==> config.mk <==
export PLATFORM = sky130hd
export DESIGN_NAME = gpio_entrada
export DESIGN_NICKNAME = d
export VERILOG_FILES = /design/src/rtl/gpio_entrada.sv
export SDC_FILE = /design/constraint.sdc
export NUM_CORES = 1
export LEC_CHECK = 0
export CORE_MARGIN = 2
export CORE_UTILIZATION = 33
export DETAILED_ROUTE_END_ITERATION = 7
export PLACE_DENSITY = 0.62
export SLEW_MARGIN = 20
export SYNTH_ARGS = -nofsm -noshare
export SYNTH_HDL_FRONTEND = slang
export SYNTH_SLANG_ARGS = --single-unit
==> constraint.sdc <==
create_clock -name CLK -period 3.9 [get_ports CLK]
set_input_delay 0.78 -clock CLK [delete_from_list [all_inputs] [get_ports CLK]]
set_output_delay 0.78 -clock CLK [all_outputs]
set_load 0.02 [all_outputs]
==> src/rtl/gpio_entrada.sv <==
// Memory-mapped GPIO input block: synchronized, debounced pins with
// rising-edge capture (write-1-to-clear), interrupt mask and a level irq.
module gpio_entrada #(
    parameter logic [31:0] BASE       = 32'h0000_0800,
    parameter int          N_PINS     = 8,
    parameter int          DEB_CYCLES = 16
) (
    input  logic              CLK,
    input  logic              rst,
    input  logic [N_PINS-1:0] pines,
    input  logic [31:0]       direccion,
    input  logic [31:0]       datos,
    input  logic              we,
    input  logic              re,
    output logic [31:0]       rdata,
    output logic              rvalid,
    output logic              irq
);

    localparam int CNT_W = (DEB_CYCLES > 1) ? $clog2(DEB_CYCLES) : 1;
    localparam logic [CNT_W-1:0] CNT_LAST = CNT_W'(DEB_CYCLES - 1);

    logic [N_PINS-1:0] meta_p0;
    logic [N_PINS-1:0] sync_p1;
    logic [CNT_W-1:0]  cnt_p2 [N_PINS];
    logic [N_PINS-1:0] stable_p2;
    logic [N_PINS-1:0] flanco;
    logic [N_PINS-1:0] mascara;

    logic              hit;
    logic [1:0]        offset;
    logic              wr_flanco;
    logic              wr_mascara;
    logic              rd_hit;
    logic [N_PINS-1:0] accept;
    logic [N_PINS-1:0] rise;
    logic [N_PINS-1:0] clr;
    logic [N_PINS-1:0] flanco_next;
    logic [31:0]       rd_word;
    logic              unused_addr_bits;

    assign hit        = (direccion[31:4] == BASE[31:4]);
    assign offset     = direccion[3:2];
    assign wr_flanco  = we && hit && (offset == 2'd1);
    assign wr_mascara = we && hit && (offset == 2'd2);
    assign rd_hit     = re && hit;
    assign unused_addr_bits = ^{direccion[1:0], datos};

    // Stage p0/p1: two-flop synchronizer for the asynchronous pins
    always_ff @(posedge CLK) begin
        if (rst) begin
            meta_p0 <= '0;
            sync_p1 <= '0;
        end else begin
            meta_p0 <= pines;
            sync_p1 <= meta_p0;
        end
    end

    always_comb begin
        accept = '0;
        for (int i = 0; i < N_PINS; i++) begin
            accept[i] = (sync_p1[i] != stable_p2[i]) && (cnt_p2[i] == CNT_LAST);
        end
    end

    assign rise        = accept & sync_p1;
    assign clr         = wr_flanco ? datos[N_PINS-1:0] : '0;
    // A rising edge landing in the same cycle as a clear must not be lost
    assign flanco_next = (flanco & ~clr) | rise;

    // Stage p2: per-pin debounce counters and accepted level
    always_ff @(posedge CLK) begin
        if (rst) begin
            for (int i = 0; i < N_PINS; i++) begin
                cnt_p2[i] <= '0;
            end
            stable_p2 <= '0;
        end else begin
            for (int i = 0; i < N_PINS; i++) begin
                if ((sync_p1[i] == stable_p2[i]) || accept[i]) begin
                    cnt_p2[i] <= '0;
                end else begin
                    cnt_p2[i] <= cnt_p2[i] + 1'b1;
                end
            end
            stable_p2 <= stable_p2 ^ accept;
        end
    end

    always_comb begin
        rd_word = '0;
        case (offset)
            2'd0:    rd_word = 32'(stable_p2);
            2'd1:    rd_word = 32'(flanco);
            2'd2:    rd_word = 32'(mascara);
            default: rd_word = 32'(sync_p1);
        endcase
    end

    // Register file and load port; reads see the value before any same-cycle write
    always_ff @(posedge CLK) begin
        if (rst) begin
            flanco  <= '0;
            mascara <= '0;
            rdata   <= '0;
            rvalid  <= 1'b0;
        end else begin
            flanco <= flanco_next;
            if (wr_mascara) begin
                mascara <= datos[N_PINS-1:0];
            end
            rvalid <= rd_hit;
            if (rd_hit) begin
                rdata <= rd_word;
            end
        end
    end

    assign irq = |(flanco & mascara);

endmodule

==> results of run 1 <==
==> cells in the final DEF, fill, tap and decap left out, types with 2 or more instances in the layout <==
cell type	Yosys	layout
clkinv_2	0	2
or3_1	8	8
nand4_1	20	20
nor4_4	2	2
xnor2_1	16	16
o21a_1	8	8
nand3_1	8	8
nor2b_1	16	16
edfxtp_1	32	32
bufinv_16	0	2
nor2_1	40	40
nand3b_1	8	8
nor4_1	3	3
dfxtp_1	49	49
ha_1	8	8
o21ai_0	5	5
mux4_2	8	8
o21ai_1	11	11
nand2_1	8	8
mux2i_1	8	8
clkbuf_16	0	9
buf_4	27	3
and3_1	9	9
inv_1	16	16
a22oi_1	4	4
a21oi_1	24	24
xor2_1	8	8
conb_1	2	56
clkdlybuf4s50_1	0	58
==> power by group through the flow <==
stage	clock network, mW	logic [mW]	registers [mW]
6_report	0.885	0.143	0.918
5_1_grt	0.945	0.157	0.921
4_1_cts	0.907	0.143	0.918
3_5_place_dp	0	0.142	0.937
3_3_place_gp	0	0.140	0.935
2_1_floorplan	0	0.0958	0.932
==> layout make-up <==
class | count | area, um^2 | area share
Clock buffer | 10 | 229 | 0.0466
Clock inverter | 6 | 82.6 | 0.0168
Multi-Input combinational cell | 285 | 1810 | 0.369
Timing Repair Buffer | 62 | 608 | 0.124
Sequential cell | 81 | 1940 | 0.395
Tap cell | 143 | 179 | 0.0364
Inverter | 16 | 60.1 | 0.0122
==> kinds of logic (layout without fill, tap and decap cells) <==
family                   after synthesis  after routing  synth area share
AND/OR/NAND/NOR                      129            129             0.191
multiplexers                          16             16            0.0674
other                                  2             56           0.00194
XOR/XNOR                              24             24            0.0544
AO/OA/AOI/OAI                         52             52            0.0752
adder cells (fa/ha/maj)                8              8            0.0259
flip-flops                            81             81             0.503
buffers and inverters                 55             94            0.0810
==> critical path, delay by kind of cell <==
family | cells | cell delay [ns]
and+or+nand+nor | 2 | 0.88
buffers and inverters | 1 | 0.78
AOI/OAI and AO/OA | 2 | 0.36
==> sequential cells by signal, indices dropped and copies added (netlist names), named ones only <==
register	cells
rdata	8
flanco	8
mascara	8
rvalid	1
cnt_p2	32
meta_p0	8
sync_p1	8
==> synthesized netlist by cell type, types with 9 or more instances <==
cell type  number
o21ai_1        11
inv_1          16
xnor2_1        16
nor2b_1        16
a21oi_1        24
nor2_1         40
and3_1          9
nand4_1        20
buf_4          27
edfxtp_1       32
dfxtp_1        49
==> routing by layer <==
metal	global-route usage	vias up	routed length, um
met4	0.0366	0	73
li1	-	1398	-
met5	0	-	0
met1	0.164	1268	3520
met3	0.0518	7	684
met2	0.200	111	3400
==> worst max-delay path by stage <==
stage,startpoint,end
3_3_place_gp,direccion[3],mascara[7]
4_1_cts,direccion[3],mascara[6]
6_report,direccion[3],mascara[2]
3_5_place_dp,direccion[3],mascara[6]
2_1_floorplan,direccion[2],mascara[0]
5_1_grt,direccion[3],mascara[0]
==> per-stage QoR <==
step                cells  hold WS, ns
global placement      587        0.427
global route          603        0.450
finish                603        0.431
CTS                   603        0.438
detailed placement    587        0.428
floorplan             421        0.414
==> impl_metrics.toml, run 1 <==
[final_layout]
fill_cells = 1107
areaGrowthSynthToFinish_pct = 27.1
diodes = 0
final_nets = 539
design_area_mm2 = 0.00491
drive_gt1_frac = 0.0652
fin_util = 0.430

[sta]
rsz0062_at_grt = "false"
post-route-period-util = 0.672
maxSlewViolCount = 0
layout_setup_ws_ns = 1.28
hold_violations = 0
maxClockFrequency_ghz = 0.382
setup_viol = 0
period_minus_slack_ns = 2.62
final.setup.tns_ns = 0
skew_ns = 0.00553
relSlewSlack = 0.432
worst_pin_slew_ns = 0.852

[floorplanning]
core_area_mm2 = 0.0114
die_height_um = 112
rows = 39
die_area_mm2 = 0.0126
ios = 110
die_x_um = 112
initial_utilization = 0.338

[grt]
grt_max_degree = 48
grt_pass1_vias = 2702
grt_first_pass_wirelength_um = 13000
antenna_found_initial = 0
grt.overflow.total = 0
grt_usage = 0.128

[setup_path]
crit_path_end_kind = "flop"
r2r_slack_ns = 2.31
timing_worst_setup_path_type = "input port to flop"
worstPathMaxFanout = 10
r2r_cells = 4
cpPeakStageDelay_ns = 0.78
cp.required_ns = 4.07
crit_arrival_ns = 2.79
reg2reg_to = "cnt_p2[1][15]"
crit_chain = "clkdlybuf4s50_1 > and3b_1 > nand4_1 > o21ai_1 > a21oi_1"
crit_slowest_cell = "clkdlybuf4s50_1"
start_kind = "input port"
r2r-start = "cnt_p2[1][12]"

[yosys]
synth_cells = 367
netlist_area_mm2 = 0.00386
synthArstFlopShare = 0
yosysTopAreaCellShare = 0.254
yosysTopAreaCell = "dfxtp_1"
synth_area_per_cell_um2 = 10.5
ys_seq_area_frac = 0.503
ys_warn_count = 0
synth.distinct_cells = 34
synth_edf_count = 32
synth.area.top_cells = "dfxtp_1 (25%), edfxtp_1 (25%), buf_4 (5.2%), mux4_2 (4.7%), nor2_1 (3.9%)"
yosys_register_bits = 81
synthFlopType = "dfxtp_1"

[power]
vdd_drop_max_uv = 176
seq_power_share = 0.472
p_leak_nw = 1.83
comb_power_share = 0.073
p_per_area_mw_per_mm2 = 396
p_sw_mw = 0.416
internal_power_mw = 1.53
switching_share = 0.214
power_mw = 1.95
clkPwrFrac = 0.455

[clock_network]
cts_tree = "built"
htreeDepth = 3
cts_root_buf = "clkbuf_16"
clock-sinks = 81
clockBufferDepth = 2
post_cts_resize_count = 0
clk_latency_ns = 0.33
cts-hold-fix-buffers = 0
post_cts_buffers = 0
cts-buffers-inserted = 9
path_clk_slew_ns = 0.06

[min_path]
min_to = "sync_p1[5]"
hold_path.class = "flop to flop"
min-delay-start = "meta_p0[5]"
whs_path_depth = 1

[routing]
drc = 0
first_pass_iters = 4
ant_nets = 0
wl_per_cell_um = 12.7
vias_per_cell = 4.62
vias = 2784
drt_iter0_markers = 111
routed_wl_um = 7680

[job]
drv_cap = 0

[place]
dp_hpwl_um = 5610
placed_cell_area_mm2 = 0.00460
dp_slack_ns = 1.00
io_buffers = 59
gp_congestion = 0.787

[run_status]
run_status = "completed"
Note: power is estimated with default switching activity, not from simulation.
==> inputs of run 2 (changes only) <==
==> constraint.sdc (replaced) <==
create_clock -name CLK -period 2.44 [get_ports CLK]
set_input_delay 0.488 -clock CLK [delete_from_list [all_inputs] [get_ports CLK]]
set_output_delay 0.488 -clock CLK [all_outputs]
set_load 0.02 [all_outputs]
==> run 2 against run 1 <==
Against the previous run: first-iteration DRC count rose by 8.1%; via count rose by 2.9%; flip-flop and latch count did not move; critical path depth fell by 2; hold slack improved by 0.00064 ns; global-route usage rose by 0.11 points; clock-buffer cell count did not move; setup slack got worse by 0.92 ns; design area rose by 0.74%; register-to-register slack got worse by 1.5 ns; non-clock buffer count rose by 7.
==> impl_metrics.toml, run 2 (synthesis results as in run 1) <==
[final_layout]
fill_cells = 1086
largest_reg_flops = 32
diodes = 0
areaGrowthSynthToFinish_pct = 28.1
mostFrequentLayoutCells = "clkdlybuf4s50_1 (58), conb_1 (56), dfxtp_1 (49), nor2_1 (40), edfxtp_1 (32)"
drive_gt1_frac = 0.0792
largest_register = "cnt_p2"
final_nets = 546
fin_util = 0.433
final_common_cell = "clkdlybuf4s50_1"

[clock_network]
cts_root_buf = "clkbuf_16"
path_clk_slew_ns = 0.07
post_cts_buffers = 0
post_cts_resize_count = 0
clockBufferDepth = 2
cts-buffers-inserted = 9
cts_tree = "built"
clock-sinks = 81
clk_latency_ns = 0.33
htreeDepth = 3
cts-hold-fix-buffers = 0

[sta]
relSlewSlack = 0.594
final.setup.tns_ns = 0
skew_ns = 0.00924
maxClockFrequency_ghz = 0.482
hold_violations = 0
worst_pin_slew_ns = 0.608
post-route-period-util = 0.851
period_minus_slack_ns = 2.08
whs_ns = 0.431
rsz0062_at_grt = "false"
maxSlewViolCount = 0
setup_viol = 0

[job]
drv_cap = 0

[setup_path]
crit_path_end_kind = "output pin"
start_kind = "flop"
crit_arrival_ns = 1.59
worstPathMaxFanout = 3
timing_worst_setup_path_type = "flop to output pin"
critPathLaunch = "mascara[0]"
cp.required_ns = 1.95
r2r-start = "cnt_p2[0][8]"

[floorplanning]
core_area_mm2 = 0.0114
rows = 39
initial_utilization = 0.338
die_x_um = 112
die_height_um = 112
ios = 110
die_area_mm2 = 0.0126

[grt]
antenna_found_initial = 0
grt.overflow.total = 0
grt_pass1_vias = 2798
grt_max_degree = 35
grt_usage = 0.129
grt_first_pass_wirelength_um = 13200

[routing]
routed_wl_um = 7890
wl_met2_um = 3590
wl_per_cell_um = 12.9
first_pass_iters = 4
vias_per_cell = 4.70
drt_iter0_markers = 120
met3_length_um = 580
drc = 0
top_layer_used = "met4"
vias = 2865
ant_nets = 0
wl_met1_um = 3630

[min_path]
min-delay-start = "meta_p0[3]"
hold_path.class = "flop to flop"

[power]
p_per_area_mw_per_mm2 = 614
p_leak_nw = 1.85
power_mw = 3.04
vdd_drop_max_uv = 304

[place]
dp_hpwl_um = 5860
gp_congestion = 0.799
io_buffers = 59

[run_status]
run_status = "completed"
run 2: power breakdown:
part,internal [mW],switching (mW),total [mW]
clock network,0.795,0.545,1.34
registers,1.44,0.0244,1.47
logic,0.116,0.117,0.233
run 2: worst max-delay path, cell delays in order (launching register included):
cell and delay [ns]:
dfxtp_1 0.32, a22oi_1 0.21, nand4_1 0.16, clkdlybuf4s50_1 0.57
run 2: layout make-up:
class / count / area, um^2 / area share
timing repair buffer: 69 / 661 / 0.134
clock inverter: 6 / 66.3 / 0.0134
multi-input combinational: 285 / 1810 / 0.366
sequential: 81 / 1940 / 0.393
inverter: 16 / 60.1 / 0.0121
clock buffer: 10 / 229 / 0.0463
tap: 143 / 179 / 0.0362
run 2: metrics by stage:
| step | setup WS, ns | instance area, um^2 | instances |
|---|---|---|---|
| after detailed placement | 0.112 | 4650 | 594 |
| after CTS | 0.331 | 4950 | 610 |
| after global routing | 0.269 | 4950 | 610 |
| final | 0.363 | 4950 | 610 |
| after global placement | 0.136 | 4650 | 594 |
| after floorplan | 0.772 | 4070 | 421 |
run 2: per-layer routing:
metal  global-route usage  vias up
li1                     -     1418
met3               0.0329        8
met2                0.210      103
met5                    0        -
met4               0.0504        0
met1                0.165     1336
run 2: worst paths after layout:
kind	endpoint	slack (ns)	cells after the start
max	irq	0.36	3
min	sync_p1[3]	0.43	1
max reg2reg	cnt_p2[0][11]	0.86	4
min reg2reg	sync_p1[3]	0.43	1
==> inputs of run 3 (changes only) <==
--- a/config.mk
+++ b/config.mk
@@ -6,9 +6,9 @@
 export NUM_CORES = 1
 export LEC_CHECK = 0
 export CORE_MARGIN = 2
-export CORE_UTILIZATION = 33
+export CORE_UTILIZATION = 25
 export DETAILED_ROUTE_END_ITERATION = 7
-export PLACE_DENSITY = 0.62
+export PLACE_DENSITY = 0.5
 export SLEW_MARGIN = 20
 export SYNTH_ARGS = -nofsm -noshare
 export SYNTH_HDL_FRONTEND = slang
==> run 3 against run 2 <==
Against the previous run: sequential power barely moved; final cell count rose by 7.7%; non-clock buffer count rose by 2; first-iteration DRC count fell by 7.5%; combinational power barely moved; largest cell class unchanged.
==> impl_metrics.toml, run 3 (synthesis results as in run 1) <==
[setup_path]
r2r_slack_ns = 0.85
start_kind = "flop"
worstPathMaxFanout = 3
path_delay_family = "buffers and inverters"
cpPeakStageDelay_ns = 0.58
r2r-start = "cnt_p2[0][8]"
crit_slowest_cell = "clkdlybuf4s50_1"
cp_num_buf_inv = 1
cp.required_ns = 1.95
critPathLaunch = "flanco[4]"
timing_worst_setup_path_type = "flop to output pin"
crit_chain = "a22oi_1 > nand4_1 > clkdlybuf4s50_1"
crit_path_end_kind = "output pin"
crit_arrival_ns = 1.62

[clock_network]
cts-hold-fix-buffers = 0
cts_root_buf = "clkbuf_16"
cts-buffers-inserted = 9
cts_tree = "built"
htreeDepth = 3
clockBufferDepth = 2
path_clk_slew_ns = 0.06
clock-sinks = 81
post_cts_buffers = 0
clk_latency_ns = 0.33
post_cts_resize_count = 0

[final_layout]
multi_input_area_mm2 = 0.00181
largest_register = "cnt_p2"
drive_gt1_frac = 0.0853
fin_util = 0.333
diodes = 0
final_nets = 548
mostFrequentLayoutCells = "clkdlybuf4s50_1 (58), conb_1 (56), dfxtp_1 (49), nor2_1 (40), edfxtp_1 (32)"
fill_cells = 1537
seq_area_mm2 = 0.00194
stdcell_count = 657
largest_reg_flops = 32
areaGrowthSynthToFinish_pct = 30.6
final_common_cell = "clkdlybuf4s50_1"

[sta]
skew_ns = 0.00374
maxSlewViolCount = 0
rsz0062_at_grt = "false"
worst_pin_slew_ns = 0.536
hold_violations = 0
setup_viol = 0
relSlewSlack = 0.643
post-route-period-util = 0.865
final.setup.tns_ns = 0
maxClockFrequency_ghz = 0.474
period_minus_slack_ns = 2.11

[routing]
wl_per_cell_um = 12.2
vias = 2823
vias_per_cell = 4.30
drc = 0
routed_wl_um = 8040
drt_iter0_markers = 111
ant_nets = 0
first_pass_iters = 4

[power]
seq_power_share = 0.466
comb_power_share = 0.075
p_leak_nw = 1.87
switching_share = 0.219
p_per_area_mw_per_mm2 = 625
internal_power_mw = 2.46
p_sw_mw = 0.689
clkPwrFrac = 0.459
vdd_drop_max_uv = 289

[place]
io_buffers = 59
dp_hpwl_um = 6100
place_inst = 641
gp_congestion = 0.725

[floorplanning]
rows = 45
die_x_um = 128
die_height_um = 128
ios = 110
initial_utilization = 0.255
core_area_mm2 = 0.0151
die_area_mm2 = 0.0165

[grt]
grt.overflow.total = 0
grt_first_pass_wirelength_um = 13400
grt_max_degree = 30
grt_pass1_vias = 2903
antenna_found_initial = 0
grt_usage = 0.104

[min_path]
min-delay-start = "meta_p0[0]"
hold_path.class = "flop to flop"

[job]
drv_cap = 0

[run_status]
run_status = "completed"
run 3: cell count changes in the layout (fill, tap and decap cells not counted), sizes merged:
| cell | previous run | this run |
|---|---|---|
| buf | 11 | 13 |
| bufinv | 1 | 2 |
| clkinv | 2 | 0 |
| clkinvlp | 2 | 3 |
run 3: path summary, 6_finish.rpt:
check | to | depth (start not counted)
worst max-delay path | irq | 3
worst min register to register | sync_p1[0] | 1
worst max register to register | cnt_p2[0][11] | 4
worst min-delay path | sync_p1[0] | 1
run 3: layout make-up:
type | count | area share
sequential | 81 | 0.385
multi-input combinational | 285 | 0.359
timing repair buffer | 71 | 0.134
tap | 188 | 0.0466
clock buffer | 10 | 0.0454
clock inverter | 6 | 0.0181
inverter | 16 | 0.0119
run 3: layer usage:
metal | vias to the layer above | share of wire | global-route usage
li1 | 1420 | - | -
met1 | 1307 | 0.47 | 0.127
met2 | 82 | 0.45 | 0.172
met3 | 14 | 0.059 | 0.0259
met4 | 0 | 0.023 | 0.0465
met5 | - | 0 | 0
run 3: power groups by stage:
stage               Clock, mW  Combinational (mW)  Sequential (mW)
finish                   1.45               0.236             1.47
floorplan                   0               0.153             1.49
detailed placement          0               0.237             1.50
CTS                      1.49               0.238             1.47
global placement            0               0.234             1.49
global route             1.55               0.263             1.47
run 3: per-stage QoR:
step           setup WS (ns)  total power [mW]  hold slack [ns]  cell area, um^2
2_1_floorplan          0.772              1.64            0.414             4070
3_3_place_gp           0.105              1.73            0.424             4720
3_5_place_dp          0.0621              1.73            0.429             4720
4_1_cts                0.313              3.19            0.444             5040
5_1_grt                0.229              3.28            0.456             5040
6_report               0.328              3.15            0.440             5040
